`config.mk`:
```
export PLATFORM = sky130hd
export DESIGN_NAME = regfile_mp
export DESIGN_NICKNAME = d
export VERILOG_FILES = /design/src/rtl/regfile_mp.sv
export SDC_FILE = /design/constraint.sdc
export NUM_CORES = 2
export LEC_CHECK = 0
export BUFFER_PORTS_ARGS = -buffer_cell sky130_fd_sc_hd__buf_2
export CAP_MARGIN = 20
export CORE_ASPECT_RATIO = 0.75
export CORE_MARGIN = 2
export CORE_UTILIZATION = 45
export CTS_CLUSTER_SIZE = 25
export DETAILED_ROUTE_END_ITERATION = 8
export SETUP_SLACK_MARGIN = 0.5
export SLEW_MARGIN = 20
export SYNTH_ARGS = -nofsm -noshare
export SYNTH_HDL_FRONTEND = slang
export SYNTH_SLANG_ARGS = --single-unit
export TNS_END_PERCENT = 5
```
`constraint.sdc`:
```
create_clock -name clk -period 5.1 [get_ports clk]
set_input_delay 1.02 -clock clk [delete_from_list [all_inputs] [get_ports clk]]
set_output_delay 1.02 -clock clk [all_outputs]
set_load 0.05 [all_outputs]
```
`src/rtl/regfile_mp.sv`:
```
// Multi-ported register file with a small pending-write scoreboard.
// After reset an INIT sweep zeroes every register one per cycle before RUN is entered.
module regfile_mp #(
    parameter int XLEN     = 32,
    parameter int NREGS    = 32,
    parameter int NRD      = 2,
    parameter int NWR      = 2,
    parameter bit ZERO_REG = 1'b1,
    parameter bit BYPASS   = 1'b1,
    localparam int AW      = $clog2(NREGS)
) (
    input  logic                 clk,
    input  logic                 rst,
    input  logic [NRD*AW-1:0]    rd_addr,
    output logic [NRD*XLEN-1:0]  rd_data,
    output logic [NRD-1:0]       rd_busy,
    input  logic [NWR-1:0]       wr_en,
    input  logic [NWR*AW-1:0]    wr_addr,
    input  logic [NWR*XLEN-1:0]  wr_data,
    input  logic                 alloc_en,
    input  logic [AW-1:0]        alloc_addr,
    output logic                 ready
);

    typedef enum logic {S_INIT, S_RUN} state_t;

    state_t            state_reg, state_next;
    logic [AW-1:0]     clr_cnt;
    logic [XLEN-1:0]   regs [NREGS];
    logic [NREGS-1:0]  busy_reg, busy_next;
    logic              run;
    logic [NWR-1:0]    wr_ok;

    always_ff @(posedge clk) begin
        if (rst) state_reg <= S_INIT;
        else     state_reg <= state_next;
    end

    always_comb begin
        state_next = state_reg;
        if (state_reg == S_INIT && clr_cnt == AW'(NREGS - 1))
            state_next = S_RUN;
    end

    // run also folds in rst so a reset edge discards every pending write and alloc
    always_comb begin
        ready = 1'b0;
        run   = 1'b0;
        if (state_reg == S_RUN) begin
            ready = 1'b1;
            run   = ~rst;
        end
    end

    always_ff @(posedge clk) begin
        if (rst)                    clr_cnt <= '0;
        else if (state_reg == S_INIT) clr_cnt <= clr_cnt + 1'b1;
    end

    genvar gi;
    generate
        for (gi = 0; gi < NWR; gi++) begin : g_wr
            assign wr_ok[gi] = run && wr_en[gi] &&
                               !(ZERO_REG && wr_addr[gi*AW +: AW] == '0);
        end
    endgenerate

    // Storage is never reset; only the INIT sweep clears it. Later ports override earlier ones.
    always_ff @(posedge clk) begin
        if (!rst && state_reg == S_INIT) begin
            regs[clr_cnt] <= '0;
        end else begin
            for (int k = 0; k < NWR; k++) begin
                if (wr_ok[k])
                    regs[wr_addr[k*AW +: AW]] <= wr_data[k*XLEN +: XLEN];
            end
        end
    end

    // Writes clear busy first so a same-cycle alloc to that register keeps it pending
    always_comb begin
        busy_next = busy_reg;
        for (int k = 0; k < NWR; k++) begin
            if (wr_ok[k])
                busy_next[wr_addr[k*AW +: AW]] = 1'b0;
        end
        if (run && alloc_en)
            busy_next[alloc_addr] = 1'b1;
        if (ZERO_REG)
            busy_next[0] = 1'b0;
    end

    always_ff @(posedge clk) begin
        if (rst) busy_reg <= '0;
        else     busy_reg <= busy_next;
    end

    generate
        for (gi = 0; gi < NRD; gi++) begin : g_rd
            logic [AW-1:0]   ra;
            logic [XLEN-1:0] rv;

            assign ra = rd_addr[gi*AW +: AW];

            always_comb begin
                rv = regs[ra];
                if (BYPASS) begin
                    for (int k = 0; k < NWR; k++) begin
                        if (wr_ok[k] && wr_addr[k*AW +: AW] == ra)
                            rv = wr_data[k*XLEN +: XLEN];
                    end
                end
                if (!ready || (ZERO_REG && ra == '0))
                    rv = '0;
            end

            assign rd_data[gi*XLEN +: XLEN] = rv;
            assign rd_busy[gi]              = ready & busy_reg[ra];
        end
    endgenerate

endmodule

```
### Word level (Yosys, flattened, before mapping)

Memory sizes are Yosys's and may differ from the RTL's.
Cells that the tools add are included.

* register bits after elaboration: 38
* RAM bits: 1024
* input bits: 94
* output and inout bits: 67
* word-level logic and storage cells: 85
* memories: 1

Memories
* regs: depth 32, width 32, read ports 2, clocked after memory_dff 0, wr ports 2, RTL line 29 `logic [XLEN-1:0] regs [NREGS];`

* $add $sub $neg: 1
* magnitude comparators: 8
* eq/ne operators: 5
* muxes and demuxes: 32
* bitwise gates (word level): 9
* reductions and logical operators: 25

Operators by type and width (number)
* 32-bit 2-to-1 mux: 10
* 32-bit bitwise AND: 2
* 32-bit inverter: 2
* 32-bit OR: 1
* 32-bit OR reduction: 1
* 5-bit by 6-bit < comparator with 1-bit output, second input constant: 5
* 5-bit equality test: 4
* 5-bit zero test: 4
* 1-bit 2-to-1 mux: 16
* 1-bit demux with 5-bit select: 3
* 5-bit by 1-bit >= comparator with 1-bit output, second input constant: 3
* 1-bit logical AND: 14
* 1-bit binary-select mux with 5-bit select: 2
* 5-bit by 1-bit adder with 5-bit output, second input constant: 1
* 5-bit equality test, second input constant: 1
* 5-bit 2-to-1 mux: 1
* 1-bit zero test: 4
* 1-bit bitwise AND: 2
* 1-bit logical OR: 2
* 1-bit inverter: 2

### Depth between registers and ports, before layout

* depth in word-level cells: 11
* mapped depth: 10

### Worst setup path after synthesis

Ideal clock, no wire load.

* path kind: in2reg
* start point: input port wr_addr[1]
* end point: memory regs[17][0], enable pin
* arrival: 4.489 ns
* slack: 0.145 ns
* cell stages on the path: 8
* path buffers: 3
* cell sequence: clkbuf_1 nor3_2 a21boi_4 buf_6 buf_6 o21ai_0 nand2_1 o21ai_0

RTL lines
* from (decl): RTL line 18 `input logic [NWR*AW-1:0] wr_addr,`
* to (decl): RTL line 29

### Worst setup path in the final report

* start point: input port rd_addr[2]
* end point: output port rd_data[10]

* longest elaborated chain between the ends: 5
* elaborated cells between the ends (all ways): 10

RTL lines
* from (decl): RTL line 14 `input logic [NRD*AW-1:0] rd_addr,`
* parallel branches: the longest is 4 deep, another holds memory 32 x 32 bit
* 32-bit 2-to-1 mux *: RTL line 113 `if (!ready || (ZERO_REG && ra == '0))`
* to (decl): RTL line 15 `output logic [NRD*XLEN-1:0] rd_data,`

Every way passes the cells marked *.

==> results.md <==
| Parameter | Value |
|:---|:---|
| First-pass GRT wire length | 335000 microns |
| Fraction of power consumed by combinational cells | 8.2% |
| Warnings, synthesis | 0 |
| Worst setup timing slack at the placement stage | 0.308 ns |
| Register bit count reported by yosys | 1061 |
| Most common cell after layout, fill and taps aside | sky130_fd_sc_hd__nand2_1 |
| Initial core utilization | 45.2% |
| Number of buffers added by the clock tree synthesis step | 109 |
| Sum of net half-perimeters after detailed placement | 144000 microns |
| Power density relative to cell area | 280 nW/um^2 |
| Area of the die | 141000 sq um |
| Aggregate global routing overflow | 0 |
| Classification of the worst setup path | input port to output port |
| Leakage power | 22.9 nW |
| Net load switching power | 4.75 mW |
| Row count | 118 |
| Total via count in the routed design | 49.5k |
| Setup repair after global routing missed its margin | true |
| Per-instance average area after synthesis | 10.8 sq um |
| Die extent in y | 326 microns |
| First-pass iteration count of the detailed router | 6 |
| Most common flop cell mapped by yosys | sky130_fd_sc_hd__edfxtp_1 |
| # DRC | 0 |
| Post-route clock skew | 0.0586 ns |
| Filler cell count | 11.9k |
| Cell area after technology mapping | 62300 sq um |
| Async S/R FF share, synth | 0% |
| Final setup violation count | 0 |
| Result of the run | finished, final reports clean |
| TritonCTS clock tree | built |
| Worst IR drop on VDD | 0.248 mV |
| Flip-flop count of the largest register after layout | 1024 |
| Reg power frac | 48.6% |
| Proportion of layout cells with a drive suffix above 1 | 17.4% |
| Buffers from clock root to sink, at most | 3 |
| Count of pins on the block boundary | 161 |
| Number of DRC violations after detailed-routing iteration 0 | 6979 |
| Vias per Instance | 6.55 |
| Cell internal power dissipation | 14.8 mW |
| IO buf count | 160 |
| Root buffer selected by CTS | sky130_fd_sc_hd__clkbuf_16 |
| Synthesis-to-layout area growth | 12.1% |
| Switching portion of total power | 24.3% |
| Clock power frac | 43.1% |
| Maximum number of pins on one net before global-route repair | 66 |
| MaxCap Viol Count | 0 |
| Nets | 5695 |
| Sequential element share of the synthesized area | 50.5% |
| Final GP Congestion | 0.909 |
| # clock sinks | 1061 |
| Final critical-path setup slack | 0.392 ns |
| Initial antenna violation count | 4 |
| Worst max-slew margin expressed relative to the limit | 21.5% |
| Critical Path Sink Type | output port |
| Data required time at the worst endpoint | 4.08 ns |
| Remaining antenna violation count after routing | 0 |
| Post-layout minimum cycle time | 4.71 ns |
| Number of distinct standard cells referenced by the synthesized netlist | 68 |
| Tightest Hold Check Type | input port to flop |
| Startpoint class of the critical path | input port |
| Max Fclk | 212 MHz |
| Final cell count without fillers | 7555 |
| Maximum level of the CTS H-tree | 3 |
| Number of flops mapped to enable cells by yosys | 1024 |
| Worst-margin pin slew | 1.18 ns |
| Horizontal extent of the die | 434 microns |
| Total of hold buffers inserted after clock tree synthesis | 0 |
| Endpoints failing hold | 0 |
| Number of nets produced by synthesis | 5843 |
| Commonest non-fill, non-tap cells in the layout | 1171 x sky130_fd_sc_hd__nand2_1, 1116 x sky130_fd_sc_hd__o21ai_0, 1024 x sky130_fd_sc_hd__edfxtp_1 |
| Data arrival time at the worst-slack endpoint | 3.69 ns |
| GRT Total Usage | 32.8% |
| Insertion delay of the later-clocked pin in the worst-skew pair | 0.77 ns |
| Final max-slew violation count | 0 |
| Number of global-route vias before repair | 46.1k |
| Biggest fanout along the worst timing path | 29 |
| Clock slew at the register clock pins of the worst setup and hold paths | 0.07 ns |
| Share of the clock period used by the worst path after layout | 92.3% |
| Per-cell routed wire length | 31.4 microns |
| Detailed Route WL | 237000 microns |
| Post-synthesis instance total | 5747 |
| Count of placed standard cells including taps | 7337 |
| Final-layout setup total negative slack | 0 ns |
| Core outline area | 138000 sq um |
==> logic make-up (layout without fill, tap and decap cells) <==
kind of cell	Yosys count	in the layout	share of synthesized area (%)
DFF	1061	1061	50.5
muxes	911	911	20.2
and+or+nand+nor	1440	1441	9.69
AOI/OAI and AO/OA	1580	1580	13.7
adders and majority gates	2	2	0.0402
buffers and inverters	731	674	5.45
other	0	4	0
xor gates and xnor gates	22	22	0.309
==> power by group through the flow <==
| stage | Sequential [mW] | Clock [mW] | Combinational [mW] |
|---|---|---|---|
| final | 9.50 | 8.43 | 1.61 |
| after global routing | 9.50 | 8.77 | 1.66 |
| after CTS | 9.50 | 8.46 | 1.55 |
| after detailed placement | 9.69 | 0 | 1.55 |
| after global placement | 9.68 | 0 | 1.54 |
| after floorplan | 9.68 | 0 | 0.975 |
==> cell usage after synthesis, types with 8 or more instances <==
| master | instances | area (sq um) |
|---|---|---|
| sky130_fd_sc_hd__mux2i_1 | 630 | 6310 |
| sky130_fd_sc_hd__nor2_1 | 84 | 315 |
| sky130_fd_sc_hd__edfxtp_1 | 1024 | 30700 |
| sky130_fd_sc_hd__nand3b_1 | 9 | 67.6 |
| sky130_fd_sc_hd__dfxtp_1 | 37 | 741 |
| sky130_fd_sc_hd__o221ai_1 | 31 | 272 |
| sky130_fd_sc_hd__o311ai_0 | 9 | 78.8 |
| sky130_fd_sc_hd__clkbuf_2 | 16 | 80.1 |
| sky130_fd_sc_hd__a21oi_1 | 26 | 130 |
| sky130_fd_sc_hd__buf_1 | 14 | 52.6 |
| sky130_fd_sc_hd__inv_1 | 36 | 135 |
| sky130_fd_sc_hd__nand3_1 | 11 | 55.1 |
| sky130_fd_sc_hd__clkbuf_1 | 355 | 1330 |
| sky130_fd_sc_hd__buf_2 | 238 | 1190 |
| sky130_fd_sc_hd__o22ai_1 | 267 | 1670 |
| sky130_fd_sc_hd__xor2_1 | 15 | 131 |
| sky130_fd_sc_hd__buf_6 | 17 | 191 |
| sky130_fd_sc_hd__o21ai_0 | 1128 | 5650 |
| sky130_fd_sc_hd__o21ai_1 | 76 | 380 |
| sky130_fd_sc_hd__nor3_1 | 9 | 45.0 |
| sky130_fd_sc_hd__mux4_2 | 279 | 6280 |
| sky130_fd_sc_hd__buf_4 | 55 | 413 |
| sky130_fd_sc_hd__nand2_1 | 1172 | 4400 |
| sky130_fd_sc_hd__a22oi_1 | 17 | 128 |
| sky130_fd_sc_hd__nor2_2 | 14 | 87.6 |
| sky130_fd_sc_hd__nor3b_1 | 8 | 60.1 |
| sky130_fd_sc_hd__nor4_1 | 64 | 400 |
==> what timing repair did <==
| action | in CTS | in global routing |
|---|---|---|
| pin swaps | 0 | 5 |
| endpoints found under the setup margin | 8 | 54 |
| buffers inserted | 0 | 6 |
| cloned | 0 | 2 |
| gates resized for setup | 1 | 15 |
==> per-stage QoR <==
step	instance area [sq um]	utilization (%)	power, mW	hold WS [ns]
floorplan	62300	-	10.7	0.477
finish	69800	50.7	19.5	0.481
global route	69800	50.7	19.9	0.486
CTS	69600	50.5	19.5	0.455
global placement	65900	47.9	11.2	0.495
detailed placement	66000	47.9	11.2	0.509
==> critical path, cell delays in order <==
cell	delay, ns
sky130_fd_sc_hd__buf_8	0.24
sky130_fd_sc_hd__buf_12	0.24
sky130_fd_sc_hd__buf_12	0.26
sky130_fd_sc_hd__buf_4	0.38
sky130_fd_sc_hd__mux4_2	0.28
sky130_fd_sc_hd__mux2i_1	0.07
sky130_fd_sc_hd__o21ai_0	0.43
sky130_fd_sc_hd__o221ai_1	0.24
sky130_fd_sc_hd__nand2_1	0.15
sky130_fd_sc_hd__buf_2	0.28
==> layer usage <==
metal / vias up / GRT usage, % / part of all wire, %
li1: 21200 / - / -
met1: 24300 / 47.3 / 40
met2: 3479 / 47.9 / 43
met3: 505 / 7.98 / 13
met4: 4 / 12.2 / 4.0
met5: - / 0 / 0.011
==> path summary, 6_finish.rpt <==
kind	from	end	slack, ns	depth (start not counted)
hold / removal	rst	clr_cnt[4]$_SDFFE_PP0N_	0.48	2
hold reg to reg	busy_reg[6]$_SDFF_PP0_	busy_reg[6]$_SDFF_PP0_	0.53	2
setup reg to reg	state_reg$_SDFFE_PP0P_	regs[15][15]$_DFFE_PP_	1.20	8
setup / recovery	rd_addr[2]	rd_data[10]	0.39	10
==> area by class of cell <==
cell class | count | area, sq um | share of cell area, %
Antenna cell | 4 | 10.0 | 0.0143
Inverter | 36 | 135 | 0.194
Clock inverter | 77 | 808 | 1.16
Tap cell | 1860 | 2330 | 3.33
Multi-Input combinational cell | 3956 | 28200 | 40.3
Timing Repair Buffer | 435 | 4080 | 5.85
Clock buffer | 126 | 2830 | 4.05
Sequential cell | 1061 | 31500 | 45.1
(Power assumes the default switching activity.)
